## config.mk

```make
export PLATFORM = sky130hd
export DESIGN_NAME = uart_cmd_rx_flat
export DESIGN_NICKNAME = d
export VERILOG_FILES = /design/src/rtl/uart_pkg.sv /design/src/rtl/uart_cmd_rx_if.sv /design/src/rtl/uart_rx_phy.sv /design/src/rtl/uart_cmd_rx.sv /design/src/flat_wrapper.sv
export SDC_FILE = /design/constraint.sdc
export NUM_CORES = 1
export LEC_CHECK = 0
export ABC_AREA = 1
export ABC_CLOCK_PERIOD_IN_PS = 1600
export BUFFER_PORTS_ARGS = -buffer_cell sky130_fd_sc_hd__clkbuf_2
export CORE_MARGIN = 2
export CORE_UTILIZATION = 58
export DETAILED_ROUTE_END_ITERATION = 12
export PLACE_DENSITY = 0.78
export SYNTH_ARGS = -nofsm -noshare
export SYNTH_HDL_FRONTEND = slang
export SYNTH_SLANG_ARGS = --single-unit
```

## constraint.sdc

```tcl
create_clock -name clk -period 1.6 [get_ports clk]
set_input_delay 0.08 -clock clk [delete_from_list [all_inputs] [get_ports clk]]
set_output_delay 0.08 -clock clk [all_outputs]
set_load 0.01 [all_outputs]
```

## src/rtl/uart_pkg.sv

```systemverilog
// uart_pkg: shared FSM state type, baud divider helpers and command byte
// constants for the UART command receiver.
// Build option: define UART_RX_PARITY_EN for 8E1 framing (default is 8N1).
package uart_pkg;

  // Receiver FSM states; RX_PARITY is only reachable in the 8E1 build.
  typedef enum logic [2:0] {
    RX_IDLE   = 3'd0,
    RX_START  = 3'd1,
    RX_DATA   = 3'd2,
    RX_PARITY = 3'd3,
    RX_STOP   = 3'd4
  } rx_state_e;

  // Uppercase command bytes; lowercase is the same value with bit 5 set.
  localparam logic [7:0] CMD_WORK     = 8'h57;  // 'W'
  localparam logic [7:0] CMD_STOP     = 8'h53;  // 'S'
  localparam logic [7:0] CMD_ENC      = 8'h45;  // 'E'
  localparam logic [7:0] CMD_DEC      = 8'h44;  // 'D'
  localparam logic [7:0] CMD_CLR      = 8'h52;  // 'R'
  localparam logic [7:0] CMD_CASE_BIT = 8'h20;

  // Clock cycles per bit period.
  function automatic int calc_baud_div(input int clk_freq, input int bps);
    return clk_freq / bps;
  endfunction

  // Clock cycles per half bit period, used to centre on the start bit.
  function automatic int calc_half_div(input int clk_freq, input int bps);
    return calc_baud_div(clk_freq, bps) / 2;
  endfunction

  // Fold a letter to lowercase so 'W' and 'w' compare equal.
  function automatic logic [7:0] fold_case(input logic [7:0] b);
    return b | CMD_CASE_BIT;
  endfunction

endpackage

```

## src/rtl/uart_cmd_rx_if.sv

```systemverilog
// uart_cmd_rx_if: serial input plus received-byte, pulse and control
// outputs of the UART command receiver. The receiver uses the slave view,
// the driver of the serial line and consumer of the outputs the master view.
interface uart_cmd_rx_if;
  import uart_pkg::*;

  logic       uart_rxd;
  logic [7:0] rx_data;
  logic       rx_valid;
  logic       frame_err;
  logic       cmd_err;
  logic       work;
  logic       enc;
  logic       clr;

  modport slave (
    input  uart_rxd,
    output rx_data, rx_valid, frame_err, cmd_err, work, enc, clr
  );

  modport master (
    output uart_rxd,
    input  rx_data, rx_valid, frame_err, cmd_err, work, enc, clr
  );
endinterface

```

## src/rtl/uart_rx_phy.sv

```systemverilog
// uart_rx_phy: 2-flop synchroniser, baud counter, frame FSM and shift
// register. byte_valid_o / frame_err_o are single-cycle strobes raised in
// the cycle the stop bit is sampled; byte_o is stable at that point.
// Build option: UART_RX_PARITY_EN adds an even-parity bit (8E1).
module uart_rx_phy #(
  parameter int BAUD_DIV = 434,
  parameter int HALF_DIV = 217
) (
  input  logic       clk,
  input  logic       rst,
  input  logic       rxd_i,
  output logic [7:0] byte_o,
  output logic       byte_valid_o,
  output logic       frame_err_o
);
  import uart_pkg::*;

  localparam int CNT_W = $clog2(BAUD_DIV);
  localparam logic [CNT_W-1:0] BAUD_LAST = CNT_W'(BAUD_DIV - 1);
  localparam logic [CNT_W-1:0] HALF_LAST = CNT_W'(HALF_DIV - 1);
  localparam logic [CNT_W-1:0] CNT_ZERO  = CNT_W'(0);
  localparam logic [CNT_W-1:0] CNT_ONE   = CNT_W'(1);

  localparam logic [2:0] S_IDLE   = RX_IDLE;
  localparam logic [2:0] S_START  = RX_START;
  localparam logic [2:0] S_DATA   = RX_DATA;
  localparam logic [2:0] S_STOP   = RX_STOP;
`ifdef UART_RX_PARITY_EN
  localparam logic [2:0] S_PARITY = RX_PARITY;
`endif

  logic             sync1_q, sync1_d;
  logic             sync2_q, sync2_d;
  logic [2:0]       state_q, state_d;
  logic [CNT_W-1:0] cnt_q, cnt_d;
  logic [2:0]       bit_q, bit_d;
  logic [7:0]       shift_q, shift_d;
`ifdef UART_RX_PARITY_EN
  logic             par_q, par_d;
`endif
  logic             rxd_s;
  logic             frame_ok_s;
  logic             byte_valid_s;
  logic             frame_err_s;

  assign rxd_s = sync2_q;

`ifdef UART_RX_PARITY_EN
  // Good frame needs a high stop bit and even parity over data+parity.
  assign frame_ok_s = rxd_s & ~(^{shift_q, par_q});
`else
  // Good frame needs a high stop bit.
  assign frame_ok_s = rxd_s;
`endif

  // Next-state logic: synchroniser shift, baud counting and frame sequencing.
  always_comb begin
    sync1_d      = rxd_i;
    sync2_d      = sync1_q;
    state_d      = state_q;
    cnt_d        = cnt_q + CNT_ONE;
    bit_d        = bit_q;
    shift_d      = shift_q;
`ifdef UART_RX_PARITY_EN
    par_d        = par_q;
`endif
    byte_valid_s = 1'b0;
    frame_err_s  = 1'b0;
    case (state_q)
      S_IDLE: begin
        cnt_d = CNT_ZERO;
        if (!rxd_s) begin
          state_d = S_START;
        end else begin
          state_d = S_IDLE;
        end
      end
      S_START: begin
        if (cnt_q == HALF_LAST) begin
          cnt_d = CNT_ZERO;
          bit_d = 3'd0;
          // A start bit that is high again by mid-bit was a glitch.
          if (rxd_s) begin
            state_d = S_IDLE;
          end else begin
            state_d = S_DATA;
          end
        end else begin
          state_d = S_START;
        end
      end
      S_DATA: begin
        if (cnt_q == BAUD_LAST) begin
          cnt_d   = CNT_ZERO;
          shift_d = {rxd_s, shift_q[7:1]};
          if (bit_q == 3'd7) begin
            bit_d = 3'd0;
`ifdef UART_RX_PARITY_EN
            state_d = S_PARITY;
`else
            state_d = S_STOP;
`endif
          end else begin
            bit_d = bit_q + 3'd1;
          end
        end else begin
          state_d = S_DATA;
        end
      end
`ifdef UART_RX_PARITY_EN
      S_PARITY: begin
        if (cnt_q == BAUD_LAST) begin
          cnt_d   = CNT_ZERO;
          par_d   = rxd_s;
          state_d = S_STOP;
        end else begin
          state_d = S_PARITY;
        end
      end
`endif
      S_STOP: begin
        if (cnt_q == BAUD_LAST) begin
          // Return to IDLE at once so a following start bit is not missed.
          cnt_d   = CNT_ZERO;
          state_d = S_IDLE;
          if (frame_ok_s) begin
            byte_valid_s = 1'b1;
          end else begin
            frame_err_s = 1'b1;
          end
        end else begin
          state_d = S_STOP;
        end
      end
      default: begin
        state_d = S_IDLE;
        cnt_d   = CNT_ZERO;
      end
    endcase
  end

  // State registers; the synchroniser resets to the idle line level.
  always_ff @(posedge clk or posedge rst) begin
    if (rst) begin
      sync1_q <= 1'b1;
      sync2_q <= 1'b1;
      state_q <= S_IDLE;
      cnt_q   <= CNT_ZERO;
      bit_q   <= 3'd0;
      shift_q <= 8'h00;
`ifdef UART_RX_PARITY_EN
      par_q   <= 1'b0;
`endif
    end else begin
      sync1_q <= sync1_d;
      sync2_q <= sync2_d;
      state_q <= state_d;
      cnt_q   <= cnt_d;
      bit_q   <= bit_d;
      shift_q <= shift_d;
`ifdef UART_RX_PARITY_EN
      par_q   <= par_d;
`endif
    end
  end

  assign byte_o       = shift_q;
  assign byte_valid_o = byte_valid_s;
  assign frame_err_o  = frame_err_s;

endmodule

```

## src/rtl/uart_cmd_rx.sv

```systemverilog
// uart_cmd_rx: UART receiver front end plus ASCII command decoder that
// drives the work/enc levels and the clr pulse. All outputs are registered
// and change one cycle after the stop bit is sampled.
// Build option: UART_RX_PARITY_EN selects 8E1 framing in the receiver.
module uart_cmd_rx #(
  parameter int CLK_FREQ = 50_000_000,
  parameter int UART_BPS = 115200
) (
  input  logic         clk,
  input  logic         rst,
  uart_cmd_rx_if.slave bus
);
  import uart_pkg::*;

  localparam int BAUD_DIV = calc_baud_div(CLK_FREQ, UART_BPS);
  localparam int HALF_DIV = calc_half_div(CLK_FREQ, UART_BPS);

  localparam logic [7:0] KEY_WORK = CMD_WORK | CMD_CASE_BIT;
  localparam logic [7:0] KEY_STOP = CMD_STOP | CMD_CASE_BIT;
  localparam logic [7:0] KEY_ENC  = CMD_ENC  | CMD_CASE_BIT;
  localparam logic [7:0] KEY_DEC  = CMD_DEC  | CMD_CASE_BIT;
  localparam logic [7:0] KEY_CLR  = CMD_CLR  | CMD_CASE_BIT;

  logic [7:0] phy_byte_s;
  logic       phy_valid_s;
  logic       phy_ferr_s;

  logic [7:0] rx_data_q, rx_data_d;
  logic       rx_valid_q, rx_valid_d;
  logic       frame_err_q, frame_err_d;
  logic       cmd_err_q, cmd_err_d;
  logic       work_q, work_d;
  logic       enc_q, enc_d;
  logic       clr_q, clr_d;

  uart_rx_phy #(
    .BAUD_DIV (BAUD_DIV),
    .HALF_DIV (HALF_DIV)
  ) u_phy (
    .clk          (clk),
    .rst          (rst),
    .rxd_i        (bus.uart_rxd),
    .byte_o       (phy_byte_s),
    .byte_valid_o (phy_valid_s),
    .frame_err_o  (phy_ferr_s)
  );

  // Command decode: a good byte updates rx_data and may change work/enc or
  // request a clear; a bad frame only raises frame_err.
  always_comb begin
    rx_data_d   = rx_data_q;
    rx_valid_d  = 1'b0;
    frame_err_d = phy_ferr_s;
    cmd_err_d   = 1'b0;
    work_d      = work_q;
    enc_d       = enc_q;
    clr_d       = 1'b0;
    if (phy_valid_s) begin
      rx_data_d  = phy_byte_s;
      rx_valid_d = 1'b1;
      case (fold_case(phy_byte_s))
        KEY_WORK: work_d    = 1'b1;
        KEY_STOP: work_d    = 1'b0;
        KEY_ENC:  enc_d     = 1'b1;
        KEY_DEC:  enc_d     = 1'b0;
        KEY_CLR:  clr_d     = 1'b1;
        default:  cmd_err_d = 1'b1;
      endcase
    end else begin
      rx_valid_d = 1'b0;
    end
  end

  // Output registers; enc powers up in encrypt mode.
  always_ff @(posedge clk or posedge rst) begin
    if (rst) begin
      rx_data_q   <= 8'h00;
      rx_valid_q  <= 1'b0;
      frame_err_q <= 1'b0;
      cmd_err_q   <= 1'b0;
      work_q      <= 1'b0;
      enc_q       <= 1'b1;
      clr_q       <= 1'b0;
    end else begin
      rx_data_q   <= rx_data_d;
      rx_valid_q  <= rx_valid_d;
      frame_err_q <= frame_err_d;
      cmd_err_q   <= cmd_err_d;
      work_q      <= work_d;
      enc_q       <= enc_d;
      clr_q       <= clr_d;
    end
  end

  assign bus.rx_data   = rx_data_q;
  assign bus.rx_valid  = rx_valid_q;
  assign bus.frame_err = frame_err_q;
  assign bus.cmd_err   = cmd_err_q;
  assign bus.work      = work_q;
  assign bus.enc       = enc_q;
  assign bus.clr       = clr_q;

endmodule

```

## src/flat_wrapper.sv

```systemverilog
// flat-port wrapper written by rule: the top's interface ports become plain ports
module uart_cmd_rx_flat import uart_pkg::*;
#(
  parameter int CLK_FREQ = 50_000_000,
  parameter int UART_BPS = 115200
)
  (clk, rst, bus_uart_rxd, bus_rx_data, bus_rx_valid, bus_frame_err, bus_cmd_err, bus_work, bus_enc, bus_clr);
  uart_cmd_rx_if bus_i ();
  input  logic clk;
  input  logic rst;
  input wire logic [$bits(bus_i.uart_rxd)-1:0] bus_uart_rxd;
  output wire logic [$bits(bus_i.rx_data)-1:0] bus_rx_data;
  output wire logic [$bits(bus_i.rx_valid)-1:0] bus_rx_valid;
  output wire logic [$bits(bus_i.frame_err)-1:0] bus_frame_err;
  output wire logic [$bits(bus_i.cmd_err)-1:0] bus_cmd_err;
  output wire logic [$bits(bus_i.work)-1:0] bus_work;
  output wire logic [$bits(bus_i.enc)-1:0] bus_enc;
  output wire logic [$bits(bus_i.clr)-1:0] bus_clr;
  assign bus_i.uart_rxd = bus_uart_rxd;
  assign bus_rx_data = bus_i.rx_data;
  assign bus_rx_valid = bus_i.rx_valid;
  assign bus_frame_err = bus_i.frame_err;
  assign bus_cmd_err = bus_i.cmd_err;
  assign bus_work = bus_i.work;
  assign bus_enc = bus_i.enc;
  assign bus_clr = bus_i.clr;
  uart_cmd_rx #(.CLK_FREQ(CLK_FREQ), .UART_BPS(UART_BPS)) u_core (.clk(clk), .rst(rst), .bus(bus_i));
endmodule
```

==> impl_metrics.env <==
export IMPL_status="completed"
export IMPL_ir_worst_vdd_v=0.000982
export IMPL_regToRegSetupSlack_ns=0.09
export IMPL_layout_setup_ws_ns=0.0924
export IMPL_clk_transition_reported_paths_ns=0.11
export IMPL_wl_um=3020
export IMPL_layout_area_overhead_vs_synth_pct=15.9
export IMPL_place_port_buffers=16
export IMPL_vias_per_cell=4.91
export IMPL_grt_pass1_wl_um=5330
export IMPL_drive_above_1_share_pct=24.7
export IMPL_commonest_cells_after_routing_fill_and_taps_aside="42 x nand2_1, 36 x dfrtp_1, 30 x inv_1, 30 x nor2_1, 16 x clkbuf_2"
export IMPL_library_cells_used_by_synthesis=28
export IMPL_worst_slew_pin_tran_ns=0.464
export IMPL_timing_final_crit_share_pct=94.2
export IMPL_cts_root_buf="clkbuf_4"
export IMPL_die_boundary_width_um=60.5
export IMPL_fin_nets=242
export IMPL_cp_slowest_cell="dfrtp_1"
export IMPL_mappedNetlistNets=214
export IMPL_netlist_top_cells_area="dfrtp_1 49%, nand2_1 8.7%, nor2_1 6.3%"
export IMPL_final_hold_viol_count=0
export IMPL_crit_required_ns=1.85
export IMPL_share_of_the_yosys_chip_area_belonging_to_registers_pct=52.8
export IMPL_worst_setup_path_type="reg2reg"
export IMPL_die_height_um=60.5
export IMPL_detailedRoute_firstPassIterationCount=4
export IMPL_timing_hold_worst_class="in2async"
export IMPL_placementRows=20
export IMPL_post_synth_inst_count=206
export IMPL_setup_tns_ns=0
export IMPL_mappedNetlistArea_um2=1850
export IMPL_final_antenna_net_count=0
export IMPL_initial_antenna_violation_count=0
export IMPL_multiInputGateArea_um2=753
export IMPL_detail_route_wl_per_cell_um=10.8
export IMPL_grt_max_degree=40
export IMPL_fillerInstances=261
export IMPL_num_io_pins=17
export IMPL_track_usage_pct=20.0
export IMPL_gp_congestion=0.732
export IMPL_cts_tree="done"
export IMPL_fp_coreArea_um2=3050
export IMPL_grt_setup_unrepaired="no"
export IMPL_maxSlewViolCount=0
export IMPL_critPathMaxFanout=12
export IMPL_cts_buffers_inserted=5
export IMPL_first_global_vias=1286
export IMPL_critical_path_startpoint_type="flip-flop"
export IMPL_clockBufferDepth=2
export IMPL_globalRouteOverflowTotal=0
export IMPL_yosysTopAreaCell="dfrtp_1"
export IMPL_syn_mean_instance_area_um2=9.00
export IMPL_layout_min_cycle_time_ns=1.51
export IMPL_critical_path_max_stage_delay_ns=0.42
export IMPL_power_per_cell_area_nw_per_um2=794
export IMPL_synth_warnings=0
export IMPL_remaining_drc_errors=0
export IMPL_antennaDiodeCount=0
export IMPL_p_leak_nw=1.07
export IMPL_drt_iter0_drc=43
export IMPL_maxCapViolCount=0
export IMPL_ys_ff_latch=39
export IMPL_cts_sinks=39
export IMPL_largest_delay_contributor_family_on_the_critical_path="simple AND/OR/NAND/NOR gates"
export IMPL_htree_num_levels=2
export IMPL_die_area_um2=3670
export IMPL_critical_path_n_buffers_inverters=2
export IMPL_critical_path_arrival_ns=1.76
export IMPL_timing_critical_path_to_type="flip-flop"
export IMPL_clock_latency_ns=0.35
export IMPL_finalClockSkew_ns=0.0100
export IMPL_dpl_worst_slack_ns=0.0839
export IMPL_rel_slew_slack_pct=69.0
export IMPL_final_setup_viol_count=0
export IMPL_layout_cells_most_common="nand2_1"
export IMPL_layout_area_seq_um2=980
export IMPL_hpwl_um=2170
export IMPL_effective_utilization_at_floorplan_pct=60.7
export IMPL_yosys_top_cell_area_share_pct=48.6
export IMPL_maxClockFrequency_mhz=663
export IMPL_finalPower_mw=1.71
export IMPL_dr_total_vias=1369
export IMPL_path_cells="inv_1, ha_1, nand2_1, nor2_4, nand3_4, buf_12, nor2_1, a21oi_2"
export IMPL_timing_hold_ws_ns=0.350
## registers in the layout, indices dropped and copies added (netlist names)
| name | count |
|---|---|
| u_core.u_phy.cnt_q | 9 |
| u_core.bus.enc | 1 |
| u_core.bus.rx_valid | 1 |
| u_core.bus.clr | 1 |
| u_core.bus.work | 1 |
| u_core.bus.frame_err | 1 |
| u_core.u_phy.sync1_q | 1 |
| u_core.u_phy.bit_q | 3 |
| u_core.bus.cmd_err | 1 |
| u_core.bus.rx_data | 8 |
| u_core.u_phy.byte_o | 8 |
| u_core.u_phy.state_q | 3 |
| u_core.u_phy.frame_ok_s | 1 |
## cells in the mapped netlist
cell and number:
nand3_1 9, ha_1 5, dfrtp_1 36, inv_2 2, nor3_2 1, xnor2_1 1, dfstp_2 3, buf_6 2
o21ai_1 8, nor2_2 2, o41ai_1 1, a21oi_2 7, o211ai_2 1, nand3_4 1, a21oi_1 3, inv_1 30
nand2_2 2, xor2_1 3, nor3_4 2, nor2_1 31, nor3_1 4, nand4_2 1, nand4_1 1, o21ai_2 3
nand2_1 43, o21ai_0 2, nand3b_1 1, and2_1 1
## worst reg2reg max path, cell delays in order (launching register included)
cell and delay (ns):
dfrtp_1 0.42, inv_1 0.08, ha_1 0.16, nand2_1 0.09, nor2_4 0.14, nand3_4 0.15
buf_12 0.19, nor2_1 0.13, a21oi_2 0.05
## power by group
part	leakage, nW	switching (mW)	internal [mW]
registers	0.520	0.00244	0.990
clock network	0.0482	0.317	0.369
logic	0.504	0.0199	0.00686
total	1.07	0.339	1.37
## per-stage QoR
step / utilization, % / area, µm² / cells
after floorplan: - / 1850 / 206
after global placement: 65.8 / 2010 / 268
after detailed placement: 65.8 / 2010 / 268
after CTS: 69.3 / 2120 / 278
after global routing: 70.4 / 2150 / 279
final: 70.4 / 2150 / 279
## per-layer routing
| metal | vias up | track usage [%] | routed length, µm | part of all wire (%) |
|---|---|---|---|---|
| li1 | 700 | - | - | - |
| met1 | 639 | 25.5 | 1430 | 47 |
| met2 | 19 | 31.2 | 1390 | 46 |
| met3 | 11 | 4.69 | 86 | 2.9 |
| met4 | 0 | 11.8 | 111 | 3.7 |
| met5 | - | 0 | 0 | 0 |
## worst paths after layout
path,from,to,cells past startpoint
worst max-delay path,u_core.u_phy.cnt_q[1]$_DFF_PP0_,u_core.u_phy.byte_o[4]$_DFFE_PP0P_,8
max in group asynchronous,rst,u_core.u_phy.frame_ok_s$_DFF_PP1_,4
min in group clk,bus_uart_rxd,u_core.u_phy.sync1_q$_DFF_PP1_,2
worst min-delay path,rst,u_core.bus.work$_DFFE_PP0P_,4
worst max register to register,u_core.u_phy.cnt_q[1]$_DFF_PP0_,u_core.u_phy.byte_o[4]$_DFFE_PP0P_,8
worst min register to register,u_core.u_phy.sync1_q$_DFF_PP1_,u_core.u_phy.frame_ok_s$_DFF_PP1_,0
## timing repair
item | in CTS | in global routing
hold buffers | 2 | 0
setup endpoints to repair | 0 | 22
gates resized for setup | 0 | 7
hold endpoints to repair | 37 | 0
setup buffers | 0 | 1
## layout make-up
class / instances / area share [%]
sequential: 39 / 45.6
multi-input combinational: 133 / 35.1
timing repair buffer: 23 / 7.16
inverter: 32 / 5.59
tap: 44 / 2.56
clock buffer: 6 / 2.39
clock inverter: 2 / 1.63
## kinds of logic after synthesis
logic type                 count (synthesis)  share of synthesized area (%)
and+or+nand+nor                           99                           24.8
DFF                                       39                           52.8
xor gates and xnor gates                   4                           1.89
adders and majority gates                  5                           3.37
buffers and inverters                     34                           7.69
AOI/OAI and AO/OA                         25                           9.38
No activity file was read; power rests on OpenSTA's default activity.
